==> config.mk <==
export PLATFORM = sky130hd
export DESIGN_NAME = aes_v3_col_seq
export DESIGN_NICKNAME = d
export VERILOG_FILES = /design/src/rtl/aes_v3_col_seq.sv
export SDC_FILE = /design/constraint.sdc
export NUM_CORES = 1
export LEC_CHECK = 0
export CAP_MARGIN = 20
export CELL_PAD_IN_SITES_DETAIL_PLACEMENT = 0
export CELL_PAD_IN_SITES_GLOBAL_PLACEMENT = 1
export CORE_MARGIN = 2
export CORE_UTILIZATION = 53
export CTS_CLUSTER_DIAMETER = 80
export DETAILED_ROUTE_END_ITERATION = 16
export DONT_BUFFER_PORTS = 1
export HOLD_SLACK_MARGIN = 0.03
export PLACE_DENSITY = 0.82
export SLEW_MARGIN = 20
export SYNTH_ARGS = -nofsm -noshare
export SYNTH_HDL_FRONTEND = slang
export SYNTH_SLANG_ARGS = --single-unit
==> constraint.sdc <==
create_clock -name g_clk -period 3.3 [get_ports g_clk]
set_input_delay 0.33 -clock g_clk [delete_from_list [all_inputs] [get_ports g_clk]]
set_output_delay 0.33 -clock g_clk [all_outputs]
set_load 0.1 [all_outputs]
==> src/rtl/aes_v3_col_seq.sv <==
// Column sequencer for the saes.v3 byte-op unit: four byte ops per phase build
// SubBytes (plus round key on a final round), then an optional MixColumns phase.
module aes_v3_col_seq #(
  parameter bit PIPE_RD = 1'b0
) (
  input  logic        g_clk,
  input  logic        g_resetn,
  input  logic        req_valid,
  output logic        req_ready,
  input  logic        req_dec,
  input  logic        req_last,
  input  logic [31:0] req_col,
  input  logic [31:0] req_rk,
  output logic        rsp_valid,
  input  logic        rsp_ready,
  output logic [31:0] rsp_data,
  output logic        busy,
  output logic        unit_valid,
  output logic        unit_dec,
  output logic        unit_mix,
  output logic [1:0]  unit_bs,
  output logic [31:0] unit_rs1,
  output logic [31:0] unit_rs2,
  input  logic [31:0] unit_rd
);

  // Handshakes: a transfer occurs on a rising edge with valid and ready both high.
  // req_ready is high only in IDLE; rsp_valid only in DONE, with rsp_data held until taken.
  typedef enum logic [1:0] {
    IDLE = 2'd0,
    SUB  = 2'd1,
    MIX  = 2'd2,
    DONE = 2'd3
  } state_t;

  state_t      state_q;
  logic [1:0]  bs_q;
  logic [31:0] col_q;
  logic [31:0] rk_q;
  logic [31:0] sub_q;
  logic [31:0] acc_q;
  logic [31:0] rd_q;
  logic [31:0] rsp_q;
  logic        dec_q;
  logic        last_q;
  logic        cap_q;

  logic        in_op;
  logic        capture_now;
  logic [31:0] rd_use;

  assign in_op       = (state_q == SUB) || (state_q == MIX);
  // With a registered rd every op splits into an issue cycle and a capture cycle.
  assign capture_now = PIPE_RD ? cap_q : 1'b1;
  assign rd_use      = PIPE_RD ? rd_q : unit_rd;

  assign req_ready  = (state_q == IDLE);
  assign busy       = (state_q != IDLE);
  assign rsp_valid  = (state_q == DONE);
  assign rsp_data   = rsp_q;

  // Unit inputs are gated to zero outside the two op phases.
  assign unit_valid = in_op && !cap_q;
  assign unit_dec   = in_op && dec_q;
  assign unit_mix   = (state_q == MIX);
  assign unit_bs    = in_op ? bs_q : 2'd0;
  assign unit_rs1   = (state_q == SUB) ? col_q : ((state_q == MIX) ? sub_q : 32'd0);
  assign unit_rs2   = in_op ? acc_q : 32'd0;

  always_ff @(posedge g_clk or negedge g_resetn) begin
    if (!g_resetn) begin
      state_q <= IDLE;
      bs_q    <= 2'd0;
      col_q   <= 32'd0;
      rk_q    <= 32'd0;
      sub_q   <= 32'd0;
      acc_q   <= 32'd0;
      rd_q    <= 32'd0;
      rsp_q   <= 32'd0;
      dec_q   <= 1'b0;
      last_q  <= 1'b0;
      cap_q   <= 1'b0;
    end else begin
      case (state_q)
        IDLE: begin
          if (req_valid) begin
            col_q   <= req_col;
            rk_q    <= req_rk;
            dec_q   <= req_dec;
            last_q  <= req_last;
            acc_q   <= req_last ? req_rk : 32'd0;
            bs_q    <= 2'd0;
            cap_q   <= 1'b0;
            state_q <= SUB;
          end
        end
        SUB, MIX: begin
          if (!capture_now) begin
            rd_q  <= unit_rd;
            cap_q <= 1'b1;
          end else begin
            cap_q <= 1'b0;
            if (bs_q != 2'd3) begin
              acc_q <= rd_use;
              bs_q  <= bs_q + 2'd1;
            end else if ((state_q == SUB) && !last_q) begin
              // Full round: SubBytes column done, restart accumulation from the round key.
              sub_q   <= rd_use;
              acc_q   <= rk_q;
              bs_q    <= 2'd0;
              state_q <= MIX;
            end else begin
              acc_q   <= rd_use;
              rsp_q   <= rd_use;
              state_q <= DONE;
            end
          end
        end
        DONE: begin
          if (rsp_ready) begin
            state_q <= IDLE;
          end
        end
        default: state_q <= IDLE;
      endcase
    end
  end

endmodule

== Word-level counts from Yosys, hierarchy flattened ==
Cells that the tools add are included.
Cells by class
  add/sub/neg operators: 1
  eq/ne operators: 8
  muxes and demuxes: 20
  bitwise logic cells: 2
  reduce and logical (&&, ||, !) cells: 16
Operators by type and width (number)
  32-bit 2-to-1 mux: 7
  32-bit one-hot mux with 2 select lines: 1
  2-bit 2-to-1 mux: 7
  3-bit AND reduction: 4
  2-bit != test (second input constant): 3
  2-bit one-hot mux with 3 select lines: 1
  2-bit == test (second input constant): 2
  2-bit one-hot mux with 2 select lines: 1
  2-bit AND reduction: 2
  2-bit nonzero test: 2
  1-bit logical AND: 3
  3-bit != test (second input constant): 1
  2-bit by 1-bit adder with 2-bit output (second input constant): 1
  2-bit by 1-bit == test with 1-bit output (second input constant): 1
  1-bit zero test: 2
  2-bit zero test: 1
  1-bit 2-to-1 mux: 2
  2-bit by 1-bit != test with 1-bit output (second input constant): 1
  1-bit inverter: 2
  1-bit one-hot mux with 2 select lines: 1
  2-bit OR reduction: 1
  1-bit logical OR: 1
Word-level totals
  register bits: 167
  bits of input ports: 102
  output and inout port bits: 104
  logic and storage cells: 57

== Logic depth before layout (Yosys ltp) ==
  word-level depth: 5
  mapped depth: 8
  gate-level depth less buffers: 5

== Worst setup path after synthesis ==
Ideal clock, no wire load.
  kind: register to output
  start: register state_q[0]
  end: output port unit_rs1[10]
  arrival time: 3.866 ns
  data required time: 2.970 ns
  slack: -0.896 ns
  cell stages (with the launch flop): 6
  buffers on the path: 1
  path through: dfrtp_1 -> inv_1 -> ha_1 -> clkbuf_1 -> nand2_1 -> o21ai_0
Between the ends
  longest elaborated chain between the ends: 3
RTL lines
  from (decl): RTL line 36  | state_t state_q;
  from (signal assigned): RTL line 72  | state_q <= IDLE;
  from (signal assigned): RTL line 94  | state_q <= SUB;
  from (signal assigned): RTL line 111  | state_q <= MIX;
  2-bit == test
  net unit_mix: RTL line 20  | output logic unit_mix,
  32-bit 2-to-1 mux (2 in a row): RTL line 67  | assign unit_rs1 = (state_q == SUB) ? col_q : ((state_q == MIX) ? sub_q : 32'd0);
  to (decl): RTL line 22  | output logic [31:0] unit_rs1,
The timed path passes the listed nets, and every way through them passes these cells.

== Worst setup path in the final report ==
  start: register state_q[1]
  end: output port unit_rs1[21]
Between the ends
  longest elaborated chain between the ends: 3
RTL lines (RTL line)
  2-bit == test
  32-bit 2-to-1 mux: 67
  32-bit 2-to-1 mux (*): 67
Mark *: on every way between the ends. The rest lies on a longest branch, timed or not.

==> results.json <==
{
  "fin_crit_sh_pct": 85.5,
  "yosysUniqueCellTypes": 29,
  "post_drt_wl_per_cell_um": 21.2,
  "setup_viol": 0,
  "slowest_delay_ns": 0.52,
  "synth_top_area_share_pct": 54.7,
  "nFillCells": 1096,
  "core_area_um2": 13900,
  "htreeDepth": 4,
  "syn_to_final_growth_pct": 18.7,
  "slew_headroom_pct": 37.1,
  "max_freq_mhz": 355,
  "hold_ws_ns": -0.397,
  "synth_top_flop_cell": "dfrtp_1",
  "synthTopCellsByCount": "dfrtp_1 (166), mux2_2 (128), nand2_1 (100), and2_1 (34), mux2i_1 (34)",
  "period_needed_ns": 2.82,
  "path_class": "register to output port",
  "ctsHoldBuffers": 2,
  "grt_pass1_wl_um": 29100,
  "cts_resized": 0,
  "finalHoldViolCount": 166,
  "cts_buffer_depth": 2,
  "fin_nets": 799,
  "dieHeight_um": 124,
  "worstSkewPairLatency_ns": 0.43,
  "critPathLaunch": "state_q[1]",
  "ant_nets": 0,
  "dieWidth_um": 124,
  "synth_area_um2": 7590,
  "synth_top_family_by_area": "multiplexers",
  "synth_edf_count": 0,
  "regArea_um2": 4150,
  "rows": 43,
  "postCtsSetupBuffers": 0,
  "synth_fa_ha_area_share_pct": 0.989,
  "failed_checks": "negative hold slack",
  "synth_nets": 742,
  "synth-simple-area-share_pct": 10.8,
  "synth.area.top_cells": "dfrtp_1 (55%), mux2_2 (19%), nand2_1 (4.9%), mux2i_1 (4.5%), o211ai_1 (3.2%)",
  "synth_area_per_cell_um2": 12.0,
  "routed_wirelength_um": 18800,
  "path_common_cell": "buf_4",
  "rsz0062_at_grt": "false",
  "grt_pass1_vias": 5466,
  "io_pins": 206,
  "yosys_warnings": 0,
  "path_clk_slew_ns": 0.07,
  "r2r-start": "state_q[0]",
  "synth_xor_xnor_area_share_pct": 0,
  "synth_top_area_cell": "dfrtp_1",
  "synth_most_common_cell": "dfrtp_1",
  "cp_cell_sequence": "inv_1 -> ha_4 -> buf_4 -> nand2_1 -> o21ai_2 -> buf_4",
  "maxCapViolCount": 0,
  "diodes": 0,
  "endpoint_kind": "output port",
  "dr.pass1.iters": 4,
  "cts-root-buf": "clkbuf_16",
  "status": "finished, violations left",
  "hpwl_um": 12600,
  "num_vias": 5161,
  "netlist_instances": 634,
  "grt_use_total_pct": 25.5,
  "crit_required_ns": 2.97,
  "synth_compound_area_share_pct": 5.80,
  "numCtsBuffers": 17,
  "cts_tree": "yes",
  "final_max_slew_viol_count": 0,
  "slowest_stage": "buf_4",
  "dieArea_um2": 15300,
  "worst_slew_pin_slew_ns": 0.943,
  "multi_input_area_um2": 3340,
  "start_util_pct": 54.5,
  "path_max_fanout": 40,
  "async_flop_share_pct": 100,
  "ys_ff_latch": 166,
  "seq_area_frac_synth_pct": 54.7,
  "layout-drive-gt1-share_pct": 40.1,
  "critPathLaunchType": "register",
  "port_buffers": 0,
  "hold_path_class": "input pin to asynchronous set/reset pin",
  "finalClockSkew_ns": 0.0191,
  "gr-total-overflow": 0,
  "gp_congestion": 0.838,
  "synthMuxAreaShare_pct": 24.1,
  "grt_antenna_before_repair": 0,
  "clock-sinks": 166,
  "via_per_inst": 5.84,
  "cp.arrival_ns": 2.49,
  "grt_max_degree": 167,
  "drtIter0Drc": 292,
  "drc_errors": 0
}
==> per-layer routing <==
| metal | up-vias | track usage, % | wire length, um |
|---|---|---|---|
| li1 | 2335 | - | - |
| met1 | 2643 | 30.3 | 7320 |
| met2 | 172 | 44.1 | 9780 |
| met3 | 11 | 8.56 | 1520 |
| met4 | 0 | 7.03 | 146 |
| met5 | - | 0 | 0 |
==> flip-flops by register name, summed over array words and instances (netlist names) <==
signal / count
last_q: 1
rsp_data: 32
state_q: 2
sub_q: 32
rk_q: 32
col_q: 32
bs_q: 2
acc_q: 32
dec_q: 1
==> critical path: cells and delay by family, from the launching register on <==
kind            cells  cell delay (ns)
compound gates      1             0.11
fa+ha+maj           1             0.41
buf+inv             3             0.96
flops               1             0.42
simple gates        1             0.16
==> through the flow <==
stage	setup TNS [ns]	std cells	worst slack, ns	area (um^2)	utilization (%)
floorplan	-0.144	634	-0.144	7700	-
global placement	0	850	0.893	8360	60.0
detailed placement	0	850	0.798	8360	60.0
CTS	0	884	0.418	9010	64.7
global route	0	884	0.278	9010	64.7
finish	0	884	0.479	9010	64.7
==> cell type report <==
| cell class | count | area share, % |
|---|---|---|
| clock inverter | 12 | 1.82 |
| timing repair buffer | 82 | 7.16 |
| inverter | 5 | 0.208 |
| multi-input combinational | 419 | 37.0 |
| clock buffer | 20 | 5.18 |
| sequential | 166 | 46.1 |
| tap | 180 | 2.50 |
==> logic make-up (layout without fill, tap and decap cells) <==
group / count (synthesis) / count (layout)
compound gates: 70 / 70
fa+ha+maj: 6 / 6
buf+inv: 49 / 119
flops: 166 / 166
mux: 166 / 166
simple gates: 177 / 177
==> layout by cell type (no fill, tap or decap), types with 2 or more instances in the layout <==
cell and instances:
clkbuf_8 3, o21ai_2 32, clkinvlp_4 4, dlygate4sd3_1 2
dfrtp_1 166, a31oi_1 2, clkbuf_16 17, mux2_2 128
nand2b_1 2, nand2_1 99, bufinv_16 3, buf_4 78
inv_1 5, mux2_1 3, buf_12 2, mux2i_1 33
o211ai_1 32, and2_1 34, ha_1 3, nand3_1 32
inv_6 4, ha_2 2
==> final timing paths <==
path,end,slack (ns),cells past startpoint
min reg2reg,acc_q[28],0.49,2
min in group g_clk,col_q[5],0.04,1
max reg2reg,rsp_data[14],0.83,6
max in group asynchronous,dec_q,3.35,0
max,unit_rs1[21],0.48,6
min,rsp_data[4],-0.40,0
Power is not shown: default switching activity piles up to over one toggle a cycle in this logic, so the estimate is an artifact.
